$ cat config.mk
export PLATFORM = sky130hd
export DESIGN_NAME = wash_led_panel
export DESIGN_NICKNAME = d
export VERILOG_FILES = /design/src/rtl/wash_led_panel_pkg.sv /design/src/rtl/wash_led_panel_div.sv /design/src/rtl/wash_led_panel.sv
export SDC_FILE = /design/constraint.sdc
export NUM_CORES = 1
export LEC_CHECK = 0
export ABC_AREA = 1
export BUFFER_PORTS_ARGS = -buffer_cell sky130_fd_sc_hd__buf_2
export CAP_MARGIN = 20
export CORE_MARGIN = 2
export CORE_UTILIZATION = 42
export CTS_CLUSTER_SIZE = 30
export DETAILED_ROUTE_END_ITERATION = 16
export GPL_ROUTABILITY_DRIVEN = 1
export PLACE_DENSITY_LB_ADDON = 0.08
export SETUP_SLACK_MARGIN = 0.02
export SYNTH_ARGS = -nofsm -noshare
export SYNTH_HDL_FRONTEND = slang
export SYNTH_SLANG_ARGS = --single-unit
$ cat constraint.sdc
create_clock -name clk -period 1.8 [get_ports clk]
set_input_delay 0.09 -clock clk [delete_from_list [all_inputs] [get_ports clk]]
set_output_delay 0.09 -clock clk [all_outputs]
set_load 0.05 [all_outputs]
$ cat src/rtl/wash_led_panel_pkg.sv
// -----------------------------------------------------------------------------
// wash_pkg: shared definitions for the washing-machine LED panel.
//   - FSM state encoding (legacy-compatible localparam constants)
//   - default blink timing
//   - per-LED thermometer / one-hot bit rules, used inside generate loops so
//     every LED vector is built at exactly its own width
// -----------------------------------------------------------------------------
package wash_pkg;

    typedef logic [1:0] state_t;

    localparam state_t ST_OFF    = 2'd0;
    localparam state_t ST_RUN    = 2'd1;
    localparam state_t ST_FINISH = 2'd2;
    localparam state_t ST_DONE   = 2'd3;

    localparam int BLINK_HALF_DEF    = 500;
    localparam int FINISH_BLINKS_DEF = 5;

    // Thermometer, LSB first: LED i is lit when the level exceeds i.
    // A level above the vector width simply lights every LED, which gives
    // the min(level, width) clamp for free.
    function automatic logic therm_bit(input logic [4:0] n, input int unsigned i);
        return ({27'd0, n} > i);
    endfunction

    // One-hot: LED i is lit only when idx == i. An index at or beyond the
    // vector width matches no LED, so the vector reads all zeros.
    function automatic logic onehot_bit(input logic [3:0] idx, input int unsigned i);
        return ({28'd0, idx} == i);
    endfunction

endpackage

$ cat src/rtl/wash_led_panel_div.sv
// -----------------------------------------------------------------------------
// wash_progress_div: sequential restoring divider computing
//   quotient = floor(dividend * SCALE / divisor), saturated to SCALE when
//   dividend >= divisor (this also covers divisor == 0).
// Ports:
//   clk      - clock
//   clr      - synchronous clear, returns the divider to idle
//   start    - load operands; also aborts and restarts a running divide
//   dividend - elapsed time
//   divisor  - total time
//   quotient - result, valid while done is high
//   busy     - divide in progress
//   done     - one-cycle pulse when quotient is final
// Since the unsaturated result is below SCALE, only $clog2(SCALE) quotient
// bits are produced, one per cycle, against a pre-shifted divisor.
// -----------------------------------------------------------------------------
module wash_progress_div #(
    parameter int TIME_W = 6,
    parameter int SCALE  = 8,
    parameter int QUO_W  = $clog2(SCALE + 1)
) (
    input  logic              clk,
    input  logic              clr,
    input  logic              start,
    input  logic [TIME_W-1:0] dividend,
    input  logic [TIME_W-1:0] divisor,
    output logic [QUO_W-1:0]  quotient,
    output logic              busy,
    output logic              done
);
    localparam int QW = $clog2(SCALE);
    localparam int W  = TIME_W + QUO_W;
    localparam int CW = $clog2(QW + 1);

    logic [W-1:0]     rem_q, den_q;
    logic [QUO_W-1:0] quo_q;
    logic [CW-1:0]    cnt_q;
    logic             busy_q, done_q;
    logic             ge;

    assign ge = (rem_q >= den_q);

    always_ff @(posedge clk) begin
        if (clr) begin
            rem_q  <= '0;
            den_q  <= '0;
            quo_q  <= '0;
            cnt_q  <= '0;
            busy_q <= 1'b0;
            done_q <= 1'b0;
        end else if (start) begin
            busy_q <= 1'b1;
            done_q <= 1'b0;
            if (dividend >= divisor) begin
                // saturated: no steps, finish on the next cycle
                quo_q <= QUO_W'(SCALE);
                cnt_q <= '0;
                rem_q <= '0;
                den_q <= '0;
            end else begin
                quo_q <= '0;
                cnt_q <= CW'(QW);
                rem_q <= W'(dividend) * W'(SCALE);
                den_q <= W'(divisor) << (QW - 1);
            end
        end else if (busy_q) begin
            if (cnt_q != '0) begin
                if (ge) rem_q <= rem_q - den_q;
                quo_q <= {quo_q[QUO_W-2:0], ge};
                den_q <= den_q >> 1;
                cnt_q <= cnt_q - CW'(1);
            end
            if (cnt_q <= CW'(1)) begin
                busy_q <= 1'b0;
                done_q <= 1'b1;
            end
        end else begin
            done_q <= 1'b0;
        end
    end

    assign quotient = quo_q;
    assign busy     = busy_q;
    assign done     = done_q;

endmodule

$ cat src/rtl/wash_led_panel.sv
// -----------------------------------------------------------------------------
// wash_led_panel: LED panel controller for a washing machine.
// Ports:
//   clk, reset     - clock, synchronous active-high reset
//   tick_khz       - 1 kHz one-cycle enable, paces the finish blink
//   power_off      - panel off, overrides everything except reset
//   if_finish      - wash complete (level)
//   counter_power  - current stage index -> stage_led one-hot
//   water_level    - water level -> level_led thermometer
//   time_now/all   - elapsed/total time -> bar progress thermometer
//   bar            - progress in RUN, blinking in FINISH, solid in DONE
//   level_led      - water thermometer
//   stage_led      - one-hot stage
//   count          - finish on-phases counted (saturating)
//   busy           - progress divider running
// -----------------------------------------------------------------------------
module wash_led_panel
    import wash_pkg::*;
#(
    parameter int NUM_LEDS      = 8,
    parameter int NUM_STAGES    = 4,
    parameter int TIME_W        = 6,
    parameter int BLINK_HALF    = BLINK_HALF_DEF,
    parameter int FINISH_BLINKS = FINISH_BLINKS_DEF
) (
    input  logic                  clk,
    input  logic                  reset,
    input  logic                  tick_khz,
    input  logic                  power_off,
    input  logic                  if_finish,
    input  logic [3:0]            counter_power,
    input  logic [3:0]            water_level,
    input  logic [TIME_W-1:0]     time_now,
    input  logic [TIME_W-1:0]     time_all,
    output logic [NUM_LEDS-1:0]   bar,
    output logic [NUM_LEDS-1:0]   level_led,
    output logic [NUM_STAGES-1:0] stage_led,
    output logic [7:0]            count,
    output logic                  busy
);
    localparam int QUO_W = $clog2(NUM_LEDS + 1);
    localparam int BLK_W = (BLINK_HALF > 1) ? $clog2(BLINK_HALF) : 1;

    state_t                state_q, state_d;
    logic [NUM_LEDS-1:0]   bar_q, bar_d;
    logic [NUM_LEDS-1:0]   lvl_q, lvl_now;
    logic [NUM_STAGES-1:0] stg_q, stg_now;
    logic [7:0]            cnt_q, cnt_d;
    logic [BLK_W-1:0]      blk_q, blk_d;
    logic [NUM_LEDS-1:0]   prog_q, prog_now, prog_therm;
    logic [TIME_W-1:0]     tn_q, ta_q;
    logic                  kick_q;

    logic                  active, changed, half_end;
    logic                  div_clr, div_start, div_busy, div_done;
    logic [QUO_W-1:0]      div_quo;

    assign active   = (state_q != ST_OFF);
    // kick_q forces one divide after power-up even if the times equal the
    // cleared samples (e.g. 0/0 must still light the whole bar).
    assign changed  = kick_q || (time_now != tn_q) || (time_all != ta_q);
    assign div_clr  = reset || power_off;
    assign div_start = active && changed;
    assign half_end = tick_khz && (blk_q == BLK_W'(BLINK_HALF - 1));

    wash_progress_div #(
        .TIME_W (TIME_W),
        .SCALE  (NUM_LEDS),
        .QUO_W  (QUO_W)
    ) u_div (
        .clk      (clk),
        .clr      (div_clr),
        .start    (div_start),
        .dividend (time_now),
        .divisor  (time_all),
        .quotient (div_quo),
        .busy     (div_busy),
        .done     (div_done)
    );

    for (genvar i = 0; i < NUM_LEDS; i++) begin : g_led
        assign prog_therm[i] = therm_bit(5'(div_quo), i);
        assign lvl_now[i]    = therm_bit({1'b0, water_level}, i);
    end

    for (genvar i = 0; i < NUM_STAGES; i++) begin : g_stage
        assign stg_now[i] = onehot_bit(counter_power, i);
    end

    // Progress pattern: fresh result on the done pulse, otherwise the last one.
    assign prog_now = div_done ? prog_therm : prog_q;

    always_comb begin
        state_d = state_q;
        bar_d   = bar_q;
        cnt_d   = cnt_q;
        blk_d   = blk_q;
        if (power_off) begin
            state_d = ST_OFF;
            bar_d   = '0;
            cnt_d   = '0;
            blk_d   = '0;
        end else begin
            case (state_q)
                ST_OFF: begin
                    state_d = ST_RUN;
                    bar_d   = '0;
                end
                ST_RUN: begin
                    if (if_finish) begin
                        state_d = ST_FINISH;
                        bar_d   = '1;
                        cnt_d   = '0;
                        blk_d   = '0;
                    end else begin
                        bar_d = prog_now;
                    end
                end
                ST_FINISH: begin
                    if (!if_finish) begin
                        state_d = ST_RUN;
                        bar_d   = prog_now;
                        blk_d   = '0;
                    end else if (half_end) begin
                        blk_d = '0;
                        if (bar_q[0]) begin
                            // end of an on-phase: stop once enough were counted
                            if (cnt_q >= 8'(FINISH_BLINKS)) state_d = ST_DONE;
                            else                            bar_d   = '0;
                        end else begin
                            bar_d = '1;
                            if (cnt_q != 8'hFF) cnt_d = cnt_q + 8'd1;
                        end
                    end else if (tick_khz) begin
                        blk_d = blk_q + BLK_W'(1);
                    end
                end
                ST_DONE: begin
                    if (!if_finish) begin
                        state_d = ST_RUN;
                        bar_d   = prog_now;
                    end else begin
                        bar_d = '1;
                    end
                end
                default: state_d = ST_OFF;
            endcase
        end
    end

    always_ff @(posedge clk) begin
        if (reset) begin
            state_q <= ST_OFF;
            bar_q   <= '0;
            lvl_q   <= '0;
            stg_q   <= '0;
            cnt_q   <= '0;
            blk_q   <= '0;
            prog_q  <= '0;
            tn_q    <= '0;
            ta_q    <= '0;
            kick_q  <= 1'b1;
        end else begin
            state_q <= state_d;
            bar_q   <= bar_d;
            cnt_q   <= cnt_d;
            blk_q   <= blk_d;
            lvl_q   <= power_off ? '0 : lvl_now;
            stg_q   <= power_off ? '0 : stg_now;
            if (power_off || !active) begin
                prog_q <= '0;
                tn_q   <= '0;
                ta_q   <= '0;
                kick_q <= 1'b1;
            end else begin
                prog_q <= prog_now;
                if (changed) begin
                    tn_q   <= time_now;
                    ta_q   <= time_all;
                    kick_q <= 1'b0;
                end
            end
        end
    end

    assign bar       = bar_q;
    assign level_led = lvl_q;
    assign stage_led = stg_q;
    assign count     = cnt_q;
    assign busy      = div_busy;

endmodule

=== Word-level counts from Yosys, hierarchy flattened ===
Cells that the tools add are included.
Widths: inputs -> output; s select.

* Output and inout port bits: 29
* Input bits: 25
* Logic and storage cells: 133
* Register bits after elaboration: 88

* Reduce and logical (&&, ||, !) cells: 25
* Equality and inequality tests: 21
* Multiplexer cells: 45
* $add $sub $neg: 4
* $lt $le $gt $ge: 20
* Bitwise gates (word level): 1

{| class="wikitable"
|+ Operators by type and width
! operator !! count
|-
| $mux 8 || 12
|-
| $mux 10 || 7
|-
| $mux 9 || 5
|-
| $gt 4x3->1 const B || 8
|-
| $pmux 8 s3 || 1
|-
| $mux 2 || 10
|-
| $pmux 9 s2 || 1
|-
| $gt 4x1->1 const B || 4
|-
| $gt 4x2->1 const B || 4
|-
| $mux 4 || 4
|-
| $pmux 8 s2 || 1
|-
| $ne 2x2->1 const B || 6
|-
| $ne 6x6->1 || 2
|-
| $reduce_bool 2->1 || 6
|-
| $ge 10x10->1 || 1
|-
| $sub 10x10->10 || 1
|-
| $add 9x1->9 const B || 1
|-
| $eq 9x9->1 const B || 1
|-
| $ne 3x3->1 const B || 3
|-
| $add 8x1->8 const B || 1
|-
| $eq 4x2->1 const B || 2
|-
| $ge 8x3->1 const B || 1
|-
| $ne 4x4->1 const B || 2
|-
| $ne 8x8->1 const B || 1
|-
| other kinds (20) || 31
|}

=== Logic depth before layout (Yosys ltp) ===
* Depth in word-level cells: 6
* Depth in mapped cells: 13
* Depth with buffers taken out: 13

=== By module ===
From an unflattened synthesis, not the netlist that was laid out.

* Cell total of the unflattened synthesis: 674
* Area total of the unflattened synthesis: 4,804.6 sq um

{| class="wikitable"
|+ By module, submodules not included
! module !! instances !! cells an instance !! area each (sq um) !! sequential area each (sq um)
|-
| wash_led_panel || 1 || 377 || 2,829.0 || 1,201.2
|-
| wash_progress_div || 1 || 297 || 1,975.6 || 520.5
|}

=== Worst setup path after synthesis ===
Ideal clock, no wire load.

* Kind: register -> register
* Start point: reg cnt_q[0] (netlist: count[0])
* End point: reg bar_q[2] (netlist: bar[2])
* Slack: -98 ps
* Period minus slack after synthesis: 1,898 ps
* Required time: 1,684 ps
* Path buffers: 0
* Cell stages (with the launch flop): 11
* Arrival time: 1,782 ps
* Library setup time: 116 ps
* Cell sequence: dfxtp_1 -> inv_1 -> ha_1 -> inv_1 -> o21ai_0 -> nand3_1 -> nand3_1 -> nand2_2 -> inv_2 -> o21ai_0 -> nor2_1

* Cells in the longest elaborated chain, start to end: 3

{| class="wikitable"
|+ Ends and longest elaborated chain
! what !! line !! text
|-
| from (decl) || wash_led_panel.sv:48 || <nowiki>logic [7:0] cnt_q, cnt_d;</nowiki>
|-
| from (signal assigned) || wash_led_panel.sv:166 || <nowiki>cnt_q <= cnt_d;</nowiki>
|-
| $ge 8x3->1 || wash_led_panel.sv:128 || <nowiki>if (cnt_q >= 8'(FINISH_BLINKS)) state_d = ST_DONE;</nowiki>
|-
| $ne 4x4->1 (no line) || n/a ||
|-
| $reduce_and 2->1 (no line) || n/a ||
|-
| to (signal assigned) || wash_led_panel.sv:165 || <nowiki>bar_q <= bar_d;</nowiki>
|-
| to (decl) || wash_led_panel.sv:45 || <nowiki>logic [NUM_LEDS-1:0] bar_q, bar_d;</nowiki>
|}

Every way passes these cells.
A chain may end at the register's enable or synchronous reset.

=== Worst setup path in the final report ===
* Start point: reg u_div.rem_q[0]
* End point: reg u_div.rem_q[0]

* Cells in the longest elaborated chain, start to end: 5
* Elaborated cells on any way between the ends: 8
* Classes of those cells: add/sub (1); order compare (1); mux (4); reduce/logical (2)

{| class="wikitable"
|+ Ends and longest elaborated chain
! what !! line !! text
|-
| from (decl) || wash_led_panel_div.sv:35 || <nowiki>logic [W-1:0] rem_q, den_q;</nowiki>
|-
| from (signal assigned) || wash_led_panel_div.sv:63 || <nowiki>rem_q <= W'(dividend) * W'(SCALE);</nowiki>
|-
| from (signal assigned) || wash_led_panel_div.sv:68 || <nowiki>if (ge) rem_q <= rem_q - den_q;</nowiki>
|-
| $sub 10x10->10 || wash_led_panel_div.sv:68 ||
|-
| $mux 10 || wash_led_panel_div.sv:68 ||
|-
| $mux 10 || wash_led_panel_div.sv:67 || <nowiki>if (cnt_q != '0) begin</nowiki>
|-
| $mux 10 || wash_led_panel_div.sv:66 || <nowiki>end else if (busy_q) begin</nowiki>
|-
| $mux 10 || wash_led_panel_div.sv:51 || <nowiki>end else if (start) begin</nowiki>
|}

Several ways; a longest one is shown, not always the timed one. The select of a mux whose other input is x is not followed.

==> metrics.log <==
[metrics] number of antenna diodes: 0
[metrics] dpl hpwl: 7830 µm
[metrics] path type of the worst setup path: flip-flop to flip-flop
[metrics] max incr delay on CP: roughly 0.36 ns
[metrics] number of enable-type register cells in the synthesized netlist: 0
[metrics] Min Hold Slack: 0.02174 ns
[metrics] y dimension of the die: 108.2 µm
[metrics] clock share of power: 31.1%
[metrics] cell area after technology mapping: approximately 0.0046 mm²
[metrics] biggest fanout along the worst timing path: 5
[metrics] Setup Viol. Count Final: 10
[metrics] headroom to the max-slew limit: 72.86%
[metrics] CTS H-tree lvls: 3
[metrics] static leakage: about 2.7 nW
[metrics] total of fill cells in the finished design: between 1000 and 1500
[metrics] Wirelength per Cell: 12.15 µm
[metrics] number of unique standard cell types used by synthesis: 46
[metrics] RD Place Congestion: 0.8674
[metrics] DR pass1 iterations: 4
[metrics] DRC violation count after routing: 0
[metrics] number of sinks on the clock net: 86
[metrics] I/O Pins: between 50 and 60
[metrics] number of buffers created by CTS: 9
[metrics] Cell Chain, Critical Path: inv_2 -> ha_4 -> inv_2 -> fa_2 -> a21oi_4 -> nor2_4 -> o21bai_4 -> buf_4 -> inv_4 -> nand3b_1 -> a21oi_2
[metrics] Yosys warning count: 0
[metrics] crit path buf inv count: 4
[metrics] count of standard-cell rows: 38
[metrics] CP top delay family: adder cells
[metrics] multi-input combinational cell area: approximately 0.0026 mm²
[metrics] Cell Int Power: 0.002900 W
[metrics] outcome: complete, but fails checks
[metrics] number of nets in the final layout: 814
[metrics] fraction of final layout cells with drive strength greater than 1: 25.68%
[metrics] Gate power share: 21.7%
[metrics] initial antenna violation count: 0
[metrics] final cycle utilization of the critical path: 103.3%
[metrics] area share of the largest cell type after synthesis: 37.75%
[metrics] most frequent cell on the critical path: inv_2
[metrics] leading area contributor after synthesis: dfxtp_1
[metrics] sequential cell area: 0.001732 mm²
[metrics] DIE WIDTH: about 110 µm
[metrics] standard cell with the maximum stage delay on the critical path: fa_2
[metrics] Worst Tran Pin Value: 0.4066 ns
[metrics] TritonCTS clock tree: built
[metrics] setup repair after global routing missed its margin: true
[metrics] CP endpoint kind: flip-flop
[metrics] final count of hold timing violations: 0
[metrics] Clock Tree Root: clkbuf_8
[metrics] number of vias in the routed layout: 4348
[metrics] post-synthesis sequential area ratio: 37.75%
[metrics] kind of start point of the critical path: flip-flop
[metrics] maximum frequency from static timing analysis: approximately 540 MHz
[metrics] failing checks: setup timing
[metrics] total power per unit cell area: about 710 mW/mm²
[metrics] logic depth of the worst register-to-register path: 11
[metrics] synthesis-to-finish area growth: 29.27%
[metrics] clock-pin slew of the registers on the worst-case setup and hold paths: 0.09 ns
[metrics] maximum number of pins on one net before global-route repair: 22
[metrics] Post-Syn Area per Cell: 7.115 µm²
[metrics] first-iteration detailed-routing DRC count: 200
[metrics] final worst path period need: around 1.9 ns
[metrics] number of synthesized register bits: 86
[metrics] switching component of the power: 0.001272 W
[metrics] total track usage: roughly a fifth
[metrics] via/cell ratio: 4.794
[metrics] residual antenna-violating net count after detailed routing: 0
[metrics] worst setup margin: -0.05852 ns
[metrics] insertion delay of the later-clocked pin in the worst-skew pair: around 0.37 ns
[metrics] first-pass GRT wire length: 17830 µm
[metrics] number of buffers between clock root and the deepest sink: 2
[metrics] number of global-route vias before repair: 3982
[metrics] die footprint: 0.01171 mm²
[metrics] Commonest cells post-synth: 125 x nand2_1, 101 x nor2_1, 86 x dfxtp_1
[metrics] sequential share of power: 47.1%
[metrics] number of port buffers: 53
[metrics] Max Slew Vio Count: 0
[metrics] cell depth of the worst hold path: 3
[metrics] total wire length: 11020 µm
[metrics] starting density of the core: 42.63%
[metrics] total core area: 0.01070 mm²
[metrics] count leader, synth: nand2_1
[metrics] data required time of the worst path: 2.07 ns
[metrics] count of maximum capacitance violations: 0
[metrics] total stage count of the critical path: 11
[metrics] Worst Skew: around 0.011 ns
[metrics] GRT overflow: 0
[metrics] path type of the worst min-delay path: primary input to flip-flop
[metrics] VDD IR max: 0.5297 mV
[metrics] Post-Syn Nets: 693
[metrics] cells after synthesis: 641
[metrics] proportion of register bits with asynchronous set or reset after synthesis: 0%
[metrics] Core Util, Final: 55.11%
[metrics] switching share of total power: 30.49%
[metrics] largest cells by area after synthesis: dfxtp_1 38%, nand2_1 10%, nor2_1 8.3%
[metrics] dominant synthesized flop cell: dfxtp_1
[metrics] worst endpoint data arrival time: about 2.1 ns
## final timing paths
| path | from | endpoint | slack (ns) |
|---|---|---|---|
| worst min-delay path | time_now[0] | tn_q[0] | 0.02 |
| worst max-delay path | u_div.rem_q[0] | u_div.rem_q[0] | -0.06 |
| worst max register to register | u_div.rem_q[0] | u_div.rem_q[0] | -0.06 |
| worst min register to register | bar[5] | bar[5] | 0.47 |
## cell families after synthesis
family | share of synthesized area, %
fa+ha+maj | 7.572
xor+xnor | 2.112
flops | 37.75
compound gates | 13.42
simple gates | 29.63
mux | 0.2195
buf+inv | 9.300
## worst reg2reg max path: cells and delay by family, from the launching register on
family	cells	cell delay (ns)
simple gates	2	0.14
flops	1	0.33
buf+inv	4	0.30
fa+ha+maj	2	0.50
compound gates	3	0.47
## registers in the layout (all words and copies together), names as in the netlist
signal	cells
blk_q	9
u_div.den_q	8
state_q	2
u_div.busy	1
stage_led	4
tn_q	6
bar	8
u_div.rem_q	10
count	8
prog_q	8
ta_q	6
level_led	8
kick_q	1
u_div.cnt_q	2
u_div.quotient	4
u_div.done	1
## power groups by stage
stage	registers, W	logic (W)	clock network (W)
finish	0.00197	0.000908	0.00130
global route	0.00197	0.00102	0.00143
CTS	0.00197	0.000803	0.00136
detailed placement	0.00201	0.000752	0
global placement	0.00201	0.000749	0
floorplan	0.00205	0.000492	0
## cells in the final DEF, fill, tap and decap left out, types with 5 or more instances in the layout
cell / count
a21oi_1: 45
inv_1: 76
dlygate4sd3_1: 17
dfxtp_1: 80
nor2_2: 12
nand4_1: 13
nor3_1: 5
buf_4: 48
dfxtp_2: 5
o21ai_1: 10
nand2_2: 9
o21ai_2: 9
nand3_1: 36
ha_4: 9
xnor2_1: 5
clkbuf_8: 11
o21ai_0: 25
buf_2: 51
ha_1: 17
inv_2: 14
xor2_1: 6
nand2_1: 120
nor2_1: 90
## per-layer routing
metal  vias to the layer above  GRT usage [%]  share of wire, %
met5                         -              0                 0
met4                         0          7.967               1.3
li1                       2299              -                 -
met1                      1974          25.94                49
met2                        67          29.92                46
met3                         8          3.737               3.6
## layout make-up
cell class | count | share of cell area [%]
clock buffer | 12 | 2.632
clock inverter | 4 | 0.5306
inverter | 95 | 6.218
multi-input combinational | 450 | 44.16
sequential | 86 | 29.37
tap | 140 | 2.971
timing repair buffer | 120 | 14.11
## through the flow
| step | cell area [µm²] | setup WS (ns) | TNS (ns) | instances | total power (W) |
|---|---|---|---|---|---|
| global route | 5896 | -0.1646 | -1.603 | 907 | 0.004420 |
| floorplan | 4566 | 0.04749 | 0 | 641 | 0.002544 |
| global placement | 5179 | 0.01231 | 0 | 855 | 0.002756 |
| detailed placement | 5179 | -0.05937 | -0.3165 | 855 | 0.002761 |
| CTS | 5598 | -0.02705 | -0.06503 | 891 | 0.004128 |
| finish | 5896 | -0.05852 | -0.3238 | 907 | 0.004173 |
## what timing repair did
| item | 4_1_cts | 5_1_grt |
|---|---|---|
| endpoints found under the hold margin | 19 | 0 |
| endpoints found under the setup margin | 16 | 50 |
| pin swaps | 9 | 17 |
| cloned | 1 | 0 |
| gates resized for setup | 17 | 48 |
| setup buffers | 1 | 17 |
| hold buffers | 18 | 0 |
Note: power is estimated with default switching activity, not from simulation.
